`config.mk`:
```
export PLATFORM = sky130hd
export DESIGN_NAME = ddr_rd_arbiter
export DESIGN_NICKNAME = d
export VERILOG_FILES = /design/src/rtl/ddr_rd_arbiter.sv
export SDC_FILE = /design/constraint.sdc
export NUM_CORES = 1
export LEC_CHECK = 0
export ABC_AREA = 1
export CORE_AREA = 5 5 126 128
export CTS_CLUSTER_DIAMETER = 120
export DETAILED_ROUTE_END_ITERATION = 16
export DIE_AREA = 0 0 131 133
export GPL_ROUTABILITY_DRIVEN = 0
export GPL_TIMING_DRIVEN = 0
export PLACE_DENSITY = 0.82
export RECOVER_POWER = 50
export SYNTH_ARGS = -nofsm -noshare
export SYNTH_HDL_FRONTEND = slang
export SYNTH_SLANG_ARGS = --single-unit
```
`constraint.sdc`:
```
create_clock -name i_clk -period 4.1 [get_ports i_clk]
set_clock_uncertainty 0.05 [all_clocks]
set_input_delay 0.82 -clock i_clk [delete_from_list [all_inputs] [get_ports i_clk]]
set_output_delay 0.82 -clock i_clk [all_outputs]
set_load 0.005 [all_outputs]
```
`src/rtl/ddr_rd_arbiter.sv`:
```
// Round-robin arbiter sharing one DDR read channel between REQ_NUM clients.
// An in-order tag FIFO routes returned beats back to the client that issued the burst.
module ddr_rd_arbiter #(
    parameter int unsigned REQ_NUM     = 4,
    parameter int unsigned OUTSTANDING = 4,
    parameter int unsigned DDR_W       = 64,
    parameter int unsigned DDR_ADDR_W  = 32,
    parameter int unsigned BURST_W     = 4
) (
    input  logic                                  i_clk,
    input  logic                                  i_rst,
    input  logic [REQ_NUM-1:0][DDR_ADDR_W-1:0]    i_req_addr,
    input  logic [REQ_NUM-1:0][BURST_W-1:0]       i_req_size,
    input  logic [REQ_NUM-1:0]                    i_req_addr_valid,
    output logic [REQ_NUM-1:0]                    o_req_addr_ready,
    output logic [DDR_W-1:0]                      o_req_data,
    output logic [REQ_NUM-1:0]                    o_req_valid,
    input  logic [REQ_NUM-1:0]                    i_req_ready,
    output logic [DDR_ADDR_W-1:0]                 o_ddr_addr,
    output logic [BURST_W-1:0]                    o_ddr_size,
    output logic                                  o_ddr_addr_valid,
    input  logic                                  i_ddr_addr_ready,
    input  logic [DDR_W-1:0]                      i_ddr_data,
    input  logic                                  i_ddr_valid,
    output logic                                  o_ddr_ready,
    output logic                                  o_busy
);

    localparam int unsigned ID_W  = (REQ_NUM > 1) ? $clog2(REQ_NUM) : 1;
    localparam int unsigned FA_W  = (OUTSTANDING > 1) ? $clog2(OUTSTANDING) : 1;
    localparam int unsigned CNT_W = $clog2(OUTSTANDING + 1);

    typedef enum logic {
        StIdle,
        StIssue
    } state_t;

    state_t                  r_state;
    state_t                  w_state_nxt;
    logic [ID_W-1:0]         r_rr_ptr;
    logic [ID_W-1:0]         r_gnt_id;
    logic [DDR_ADDR_W-1:0]   r_addr;
    logic [BURST_W-1:0]      r_size;

    logic [ID_W-1:0]         r_tag_id   [OUTSTANDING];
    logic [BURST_W-1:0]      r_tag_size [OUTSTANDING];
    logic [FA_W-1:0]         r_wptr;
    logic [FA_W-1:0]         r_rptr;
    logic [CNT_W-1:0]        r_count;
    logic [BURST_W-1:0]      r_beat_cnt;

    logic                    w_pick_found;
    logic [ID_W-1:0]         w_pick_id;
    logic                    w_load;
    logic                    w_issue_hs;
    logic                    w_empty;
    logic                    w_full;
    logic [ID_W-1:0]         w_head_id;
    logic [BURST_W-1:0]      w_head_size;
    logic                    w_beat;
    logic                    w_pop;

    assign w_empty     = (r_count == '0);
    assign w_full      = (r_count == CNT_W'(OUTSTANDING));
    assign w_head_id   = r_tag_id[r_rptr];
    assign w_head_size = r_tag_size[r_rptr];

    // First valid client at or after the round-robin pointer.
    always_comb begin
        int unsigned idx;
        w_pick_found = 1'b0;
        w_pick_id    = '0;
        for (int unsigned k = 0; k < REQ_NUM; k++) begin
            idx = int'(r_rr_ptr) + k;
            if (idx >= REQ_NUM) begin
                idx = idx - REQ_NUM;
            end
            if (!w_pick_found && i_req_addr_valid[idx]) begin
                w_pick_found = 1'b1;
                w_pick_id    = ID_W'(idx);
            end
        end
    end

    always_comb begin
        w_state_nxt = r_state;
        w_load      = 1'b0;
        w_issue_hs  = 1'b0;
        unique case (r_state)
            StIdle: begin
                if (w_pick_found && !w_full) begin
                    w_load      = 1'b1;
                    w_state_nxt = StIssue;
                end
            end
            StIssue: begin
                if (i_ddr_addr_ready) begin
                    w_issue_hs  = 1'b1;
                    w_state_nxt = StIdle;
                end
            end
            default: w_state_nxt = StIdle;
        endcase
    end

    always_comb begin
        o_req_addr_ready = '0;
        if (w_issue_hs) begin
            o_req_addr_ready[r_gnt_id] = 1'b1;
        end
        o_req_valid = '0;
        for (int unsigned i = 0; i < REQ_NUM; i++) begin
            o_req_valid[i] = i_ddr_valid && !w_empty && (w_head_id == ID_W'(i));
        end
    end

    assign o_ddr_addr_valid = (r_state == StIssue);
    assign o_ddr_addr       = r_addr;
    assign o_ddr_size       = r_size;
    assign o_req_data       = i_ddr_data;
    assign o_ddr_ready      = !w_empty && i_req_ready[w_head_id];
    assign o_busy           = (r_state == StIssue) || !w_empty;

    assign w_beat = i_ddr_valid && o_ddr_ready;
    assign w_pop  = w_beat && (r_beat_cnt == w_head_size);

    always_ff @(posedge i_clk) begin
        if (!i_rst) begin
            r_state  <= StIdle;
            r_rr_ptr <= '0;
            r_gnt_id <= '0;
            r_addr   <= '0;
            r_size   <= '0;
        end else begin
            r_state <= w_state_nxt;
            if (w_load) begin
                r_gnt_id <= w_pick_id;
                r_addr   <= i_req_addr[w_pick_id];
                r_size   <= i_req_size[w_pick_id];
            end
            if (w_issue_hs) begin
                r_rr_ptr <= (r_gnt_id == ID_W'(REQ_NUM - 1)) ? '0 : r_gnt_id + 1'b1;
            end
        end
    end

    always_ff @(posedge i_clk) begin
        if (!i_rst) begin
            r_wptr     <= '0;
            r_rptr     <= '0;
            r_count    <= '0;
            r_beat_cnt <= '0;
        end else begin
            if (w_issue_hs) begin
                r_wptr <= r_wptr + 1'b1;
            end
            if (w_pop) begin
                r_rptr     <= r_rptr + 1'b1;
                r_beat_cnt <= '0;
            end else if (w_beat) begin
                r_beat_cnt <= r_beat_cnt + 1'b1;
            end
            unique case ({w_issue_hs, w_pop})
                2'b10:   r_count <= r_count + 1'b1;
                2'b01:   r_count <= r_count - 1'b1;
                default: r_count <= r_count;
            endcase
        end
    end

    // Tag storage needs no reset; validity is tracked by the pointers and count.
    always_ff @(posedge i_clk) begin
        if (w_issue_hs) begin
            r_tag_id[r_wptr]   <= r_gnt_id;
            r_tag_size[r_wptr] <= r_size;
        end
    end

endmodule

```
Word level (Yosys, flattened, before mapping)
Memory sizes are Yosys's and may differ from the RTL's. A register that Yosys moved wholly into a read port is not among the register bits.
Index checks and enable logic that the tools add are counted.

cells by class
  multiplexer cells = 43
  eq/ne operators = 8
  bitwise logic cells = 2
  add/sub/neg operators = 13
  reduce and logical (&&, ||, !) cells = 23
  order comparisons = 12

operator list
  kind                                                 number
  two-way mux 32 bit                                   5
  < comparator 32 x 3 -> 1 bit, second input constant  4
  binary-select mux 32 bit (select 2 bit)              1
  two-way mux 2 bit                                    9
  two-way mux 1 bit                                    17
  logical AND 1 bit                                    13
  subtractor 3 x 3 -> 4 bit, second input constant     3
  binary-select mux 1 bit (select 2 bit)               5
  >= comparator 3 bit, second input constant           3
  < comparator 2 x 3 -> 1 bit, second input constant   3
  binary-select mux 4 bit (select 2 bit)               1
  == test 2 bit, second input constant                 4
  two-way mux 4 bit                                    2
  adder 2 x 1 -> 2 bit, second input constant          3
  adder 2 x 2 -> 3 bit, second input constant          2
  one-hot mux 3 bit (2 select lines)                   1
  zero test 1 bit                                      5
  adder 4 x 1 -> 4 bit, second input constant          1
  == test 2 x 1 -> 1 bit, second input constant        2
  == test 4 bit                                        1
  subtractor 2 x 3 -> 4 bit, second input constant     1
  adder 2 x 1 -> 3 bit, second input constant          1
  adder 3 x 1 -> 3 bit, second input constant          1
  == test 3 bit, second input constant                 1
  other kinds (11)                                     12

storage, ports and cells
  register bits = 52
  memory bits (writable) = 24
  input port bits = 220
  word-level logic and storage cells = 112
  memories kept = 2
  output and inout bits = 111

memories
  memory      depth  bits a word  read ports  clocked after Yosys merged registers in  wr ports  line  RTL
  r_tag_size  4      4            1           1                                        1         46    logic [BURST_W-1:0] r_tag_size [OUTSTANDING];
  r_tag_id    4      2            1           1                                        1         45    logic [ID_W-1:0] r_tag_id [OUTSTANDING];

Longest topological paths before layout
Gate-level depths: netlist (run 1).

  depth in word-level cells = 17
  depth in mapped cells = 19

Least setup slack after synthesis (run 1)
No wires, ideal clock.

  path kind = reg2reg
  start = register (tool-made name)
  end = register r_count[2]
  data arrival time = 2.419 ns
  library setup time = 0.122 ns
  stages on the path, launching flop included = 19
  path buffers = 1
  setup slack = 1.509 ns
  period minus slack after synthesis = 2.591 ns
  path through = dfxtp_1 > buf_4 > nand2_1 > nand2_1 > nand2_1 > nand2_1 > nor2_1 > nor2_1 > nand3_1 > nor2_4 > nand2_1 > inv_1 > ha_1 > inv_1 > fa_1 > a21oi_1 > o21ai_0 > o21ai_0 > a21oi_1

RTL lines
  what                    line  RTL
  end signal: assignment  164   2'b10: r_count <= r_count + 1'b1;
  end signal: assignment  165   2'b01: r_count <= r_count - 1'b1;
  end signal: assignment  166   default: r_count <= r_count;
  end: declaration        49    logic [CNT_W-1:0] r_count;

Worst setup path after layout (run 1)
  start = input port i_ddr_addr_ready
  end = output port o_req_addr_ready[2]

between the ends
  word-level cells in the longest chain between the ends = 3

ends and longest elaborated chain
  what                line  RTL
  start: declaration  22    input logic i_ddr_addr_ready,
  two-way mux 1 bit   97    if (i_ddr_addr_ready) begin
  two-way mux 1 bit   89    unique case (r_state)
  two-way mux 4 bit   108   if (w_issue_hs) begin
  end: declaration    15    output logic [REQ_NUM-1:0] o_req_addr_ready,

Every way passes these cells.

==> results of run 1 <==
## report_power, final
part           leakage (nW)  switching [mW]  internal [mW]
logic                  3.50           0.789          0.650
clock network         0.139           0.348          0.419
registers             0.667          0.0759          0.923
## path summary, 6_finish.rpt
check,slack (ns),to,depth (start not counted),from
hold reg to reg,0.42,r_beat_cnt[3],2,r_beat_cnt[3]
hold / removal,0.42,r_beat_cnt[3],2,r_beat_cnt[3]
setup reg to reg,1.15,r_count[2],19,flop
setup / recovery,0.67,o_req_addr_ready[2],5,i_ddr_addr_ready
## sequential cells by signal, indices dropped and copies added, names as in the netlist, named ones only
signal	cells
r_tag_size	16
o_ddr_addr_valid	1
o_ddr_size	4
r_tag_id	8
o_ddr_addr	32
r_beat_cnt	4
r_wptr	2
r_gnt_id	2
r_rptr	2
r_rr_ptr	2
r_count	3
## kinds of logic after synthesis
family	after synthesis	synth area share
buf+inv	224	0.202
flops	78	0.321
fa+ha+maj	11	0.0259
simple gates	531	0.413
xor+xnor	8	0.0125
compound gates	27	0.0252
## metal layers
metal	vias to the layer above	GRT usage	routed length (µm)
met1	2852	0.232	7170
met2	285	0.417	10600
li1	3244	-	-
met4	2	0.0663	338
met3	28	0.0622	2170
met5	-	0	13
## worst reg2reg max path: cells and delay by family (launching register included)
family / cells / cell delay (ns)
AO/OA/AOI/OAI: 4 / 0.47
adder cells (fa/ha/maj): 2 / 0.51
buffers and inverters: 4 / 0.38
flip-flops: 1 / 0.46
AND/OR/NAND/NOR: 9 / 0.96
## synth_stat cells, types with 3 or more instances
master | count | area, µm²
buf_2 | 18 | 90.1
nor2_4 | 3 | 33.8
inv_1 | 112 | 420
dfxtp_1 | 54 | 1080
o21ai_0 | 8 | 40.0
buf_1 | 4 | 15.0
nor2_1 | 112 | 420
clkbuf_1 | 14 | 52.6
edfxtp_1 | 24 | 721
xnor2_1 | 4 | 35.0
nand2_1 | 252 | 946
buf_4 | 70 | 526
inv_2 | 4 | 15.0
xor2_1 | 4 | 35.0
nand3_1 | 108 | 541
nor3_1 | 3 | 15.0
nand2_2 | 4 | 25.0
ha_1 | 10 | 125
nand4_1 | 43 | 269
a21oi_1 | 14 | 70.1
## layout make-up
| type | instances | share of cell area |
|---|---|---|
| Timing Repair Buffer | 265 | 0.302 |
| Multi-Input combinational cell | 577 | 0.305 |
| Clock inverter | 7 | 0.00627 |
| Inverter | 117 | 0.0503 |
| Tap cell | 188 | 0.0268 |
| Clock buffer | 9 | 0.0256 |
| Buffer | 107 | 0.0791 |
| Sequential cell | 78 | 0.205 |
## metrics by stage
step	utilization	area, µm²	hold slack [ns]	power (mW)
final	0.595	8780	0.418	3.20
after detailed placement	0.576	8500	0.414	2.49
after floorplan	-	5610	0.389	1.80
after global placement	0.576	8500	0.406	2.47
after global routing	0.595	8780	0.443	3.42
after CTS	0.595	8780	0.424	3.26
==> impl_metrics.tcl, run 1 <==
set metrics [dict create \
    worstPathMaxFanout 10 \
    drc 0 \
    rsz0062_at_grt "false" \
    final_common_cell "nand2_1" \
    post-route-period-util 0.837 \
    vias 6411 \
    fin_nets 1386 \
    fin_setup_tns_ns 0 \
    path_clk_slew_ns 0.07 \
    die_w_um 131 \
    core_um2 14800 \
    cts_made_buffers 9 \
    grt_max_degree 16 \
    clk_latency_ns 0.34 \
    slew_headroom 0.613 \
    numPortBuffers 265 \
    drt_iter0_drc 341 \
    drive_above_1_share 0.105 \
    antenna_cells 0 \
    holdBufCountCts 0 \
    hold_path.class "reg -> reg" \
    endpoint_kind "output port" \
    async_reset_ff_frac 0 \
    io_pins 331 \
    start_util 0.380 \
    htree_num_levels 3 \
    vdd_drop_max_uv 260 \
    via_per_inst 4.76 \
    wl_um 20300 \
    outcome "finished, final reports clean" \
    layout_common_cells "nand2_1 (252), clkdlybuf4s50_1 (186), inv_1 (112), nor2_1 (112), nand3_1 (108)" \
    grt_remaining_overflow 0 \
    grt_pass1_vias 6167 \
    fmax_ghz 0.291 \
    synthesis.area_um2 5610 \
    critPathKind "in -> out" \
    setup_viol 0 \
    fin_cells 1348 \
    clockBufferDepth 2 \
    drv_slew 0 \
    required_ns 3.23 \
    postCtsSetupRepairBufs 0 \
    antenna_found_initial 1 \
    startpoint_type "primary input" \
    crit_family "buffers and inverters" \
    dpl.hpwl_um 16400 \
    ys_ff_latch 78 \
    die_h_um 133 \
    cp_data_arrival_time_ns 2.56 \
    area_growth_pct 56.4 \
    min_period_ns 3.43 \
    syn_nets 1110 \
    ant_nets 0 \
    die-area_um2 17400 \
    syn_area_per_cell_um2 6.39 \
    cts_resized 0 \
    fillers 1424 \
    dp_cells 1332 \
    p_leak_nw 4.30 \
    tightest_slew_ns 0.580 \
    synth-edff-count 24 \
    worst_slack_ns 0.668 \
    gr-usage-all-layers 0.221 \
    multi_input_area_um2 2680 \
    ys_warn_count 0 \
    ys_seq_area_frac 0.321 \
    p_per_area_nw_per_um2 365 \
    wl_per_cell_um 15.1 \
    maxCapViolations 0 \
    cp_cell_sequence "dlygate4sd3_1 -> nand2_1 -> clkbuf_1 -> nor2_1 -> clkdlybuf4s50_1" \
    ys_types 31 \
    rows 45 \
    clock-root-buffer "clkbuf_16" \
    slowest_delay_ns 0.55 \
    slowest_stage "dlygate4sd3_1" \
    cts_tree "done" \
    path_buf_inv 3 \
    layout.area.seq_um2 1800 \
    hold_viol 0 \
    netlist_instances 879 \
    pre_cts_slack_ns 0.756 \
    clock-sinks 78 \
    grt_pass1_wl_um 30300 \
    yosys_most_used_dff "dfxtp_1" \
    drt_pre_antenna_iters 5 \
]
Note: power is estimated with default switching activity, not from simulation.
==> run 2: changes to the inputs <==
CORE_AREA = default   (was 5 5 126 128)
CORE_MARGIN = 5   (was default)
CORE_UTILIZATION = 35   (was default)
DIE_AREA = default   (was 0 0 131 133)
PLACE_DENSITY = 0.78   (was 0.82)
clock period = 3.1 ns   (was 4.1 ns; I/O delays follow)
==> run 2 against run 1 <==
Utilization is 3.5 points lower. Routed wire length is 1.3% lower. Die area is 7.2% higher. Highest routed layer unchanged. Critical path type unchanged.
==> impl_metrics.tcl, run 2 (synthesis gave the netlist of run 1 again) <==
set metrics [dict create \
    p_per_area_nw_per_um2 492 \
    top_usage_layer "met2" \
    wl_um 20100 \
    fin_setup_tns_ns 0 \
    fin_nets 1387 \
    required_ns 2.43 \
    numPortBuffers 265 \
    grt_pass1_wl_um 30000 \
    die_h_um 137 \
    dpl.hpwl_um 16200 \
    post-route-period-util 0.953 \
    layout_common_cells "nand2_1 (250), clkdlybuf4s50_1 (187), nor2_1 (112), inv_1 (111), nand3_1 (108)" \
    rr_worst_depth 19 \
    endpoint_kind "output port" \
    grtUsageMet2 0.355 \
    clock-sinks 78 \
    clock-root-buffer "clkbuf_16" \
    largest_reg_flops 32 \
    p_leak_nw 4.28 \
    critPathKind "in -> out" \
    use_met3 0.0790 \
    tightest_slew_ns 0.727 \
    cts_made_buffers 9 \
    cp-startpoint "i_ddr_addr_ready" \
    startpoint_type "primary input" \
    wl_per_cell_um 14.6 \
    final_common_cell "nand2_1" \
    grt_remaining_overflow 0 \
    clk_latency_ns 0.33 \
    hold_path.class "reg -> reg" \
    path_clk_slew_ns 0.06 \
    fmax_ghz 0.339 \
    holdBufCountCts 0 \
    die_w_um 137 \
    rsz0062_at_grt "false" \
    clockBufferDepth 2 \
    min_period_ns 2.95 \
    grt_pass1_vias 5895 \
    die-area_um2 18700 \
    drt_pre_antenna_iters 5 \
    maxCapViolations 0 \
    drive_above_1_share 0.109 \
    gr-usage-all-layers 0.205 \
    via_per_inst 4.67 \
    antenna_cells 0 \
    slew_headroom 0.515 \
    grt_max_degree 15 \
    antenna_found_initial 1 \
    ant_nets 0 \
    vdd_drop_max_uv 262 \
    drc 0 \
    drt_iter0_drc 325 \
    ff2ff_setup_slack_ns 0.31 \
    critPathCapture "o_req_addr_ready[3]" \
    drv_slew 0 \
    rows 46 \
    area_growth_pct 58.0 \
    fillers 1497 \
    worstPathMaxFanout 10 \
    fin_util 0.560 \
    core_um2 15800 \
    cts_tree "done" \
    outcome "finished, final reports clean" \
    r2r-end "r_count[2]" \
    setup_viol 0 \
    cp_data_arrival_time_ns 2.28 \
    vias 6425 \
    grtUsageMet1 0.226 \
    hold_viol 0 \
    htree_num_levels 3 \
    start_util 0.355 \
    io_pins 331 \
]
==> run 2: changes by cell type in the layout (fill, tap and decap cells not counted), sizes merged <==
cell,previous run,this run
buf,93,94
bufinv,0,2
clkbuf,23,24
clkdlybuf4s50,186,187
clkinvlp,1,2
dlygate4sd3,79,78
inv,121,117
==> run 2: worst min path at each step <==
stage                        startpoint  slack, ns  cells after the start             to
after floorplan           r_beat_cnt[3]       0.39                      2  r_beat_cnt[3]
after global placement    r_beat_cnt[3]       0.40                      2  r_beat_cnt[3]
after detailed placement  r_beat_cnt[3]       0.41                      2  r_beat_cnt[3]
after CTS                 r_beat_cnt[3]       0.42                      2  r_beat_cnt[3]
after global routing      r_beat_cnt[3]       0.46                      2  r_beat_cnt[3]
final                     r_beat_cnt[3]       0.41                      2  r_beat_cnt[3]
==> run 2: critical path, cell delays in order <==
cell and delay, ns:
clkdlybuf4s50_1 0.48, nand2_1 0.16, clkbuf_1 0.28, nor2_1 0.21, clkdlybuf4s50_1 0.53
==> run 2: area by class of cell <==
cell class	count	area (µm²)	share of cell area
Multi-Input combinational cell	577	2680	0.302
Buffer	107	694	0.0783
Inverter	117	442	0.0498
Clock buffer	10	229	0.0258
Sequential cell	78	1800	0.203
Clock inverter	6	87.6	0.00988
Timing Repair Buffer	266	2660	0.300
Tap cell	216	270	0.0305
==> run 2: report_power, final <==
| part | internal (mW) | leakage [nW] | switching, mW |
|---|---|---|---|
| sequential | 1.22 | 0.668 | 0.105 |
| clock | 0.704 | 0.146 | 0.430 |
| combinational | 0.879 | 3.47 | 1.02 |
==> run 2: through the flow <==
step / setup slack [ns] / hold slack (ns) / instances / area [µm²] / total power, mW
after detailed placement: 0.0958 / 0.408 / 1360 / 8540 / 3.28
final: 0.146 / 0.415 / 1377 / 8870 / 4.36
after CTS: 0.101 / 0.416 / 1376 / 8850 / 4.42
after global routing: 0.0250 / 0.460 / 1377 / 8870 / 4.66
after floorplan: 0.509 / 0.389 / 879 / 5610 / 2.38
after global placement: 0.129 / 0.402 / 1360 / 8540 / 3.25
==> run 2: what timing repair did <==
item                       4_1_cts  5_1_grt
gates resized for setup          0        6
buffers inserted                 0        1
setup endpoints to repair        0        3
==> run 2: per-layer routing <==
metal / up-vias / wire length (µm)
li1: 3243 / -
met1: 2823 / 7250
met2: 312 / 9700
met3: 45 / 2450
met4: 2 / 643
met5: - / 7
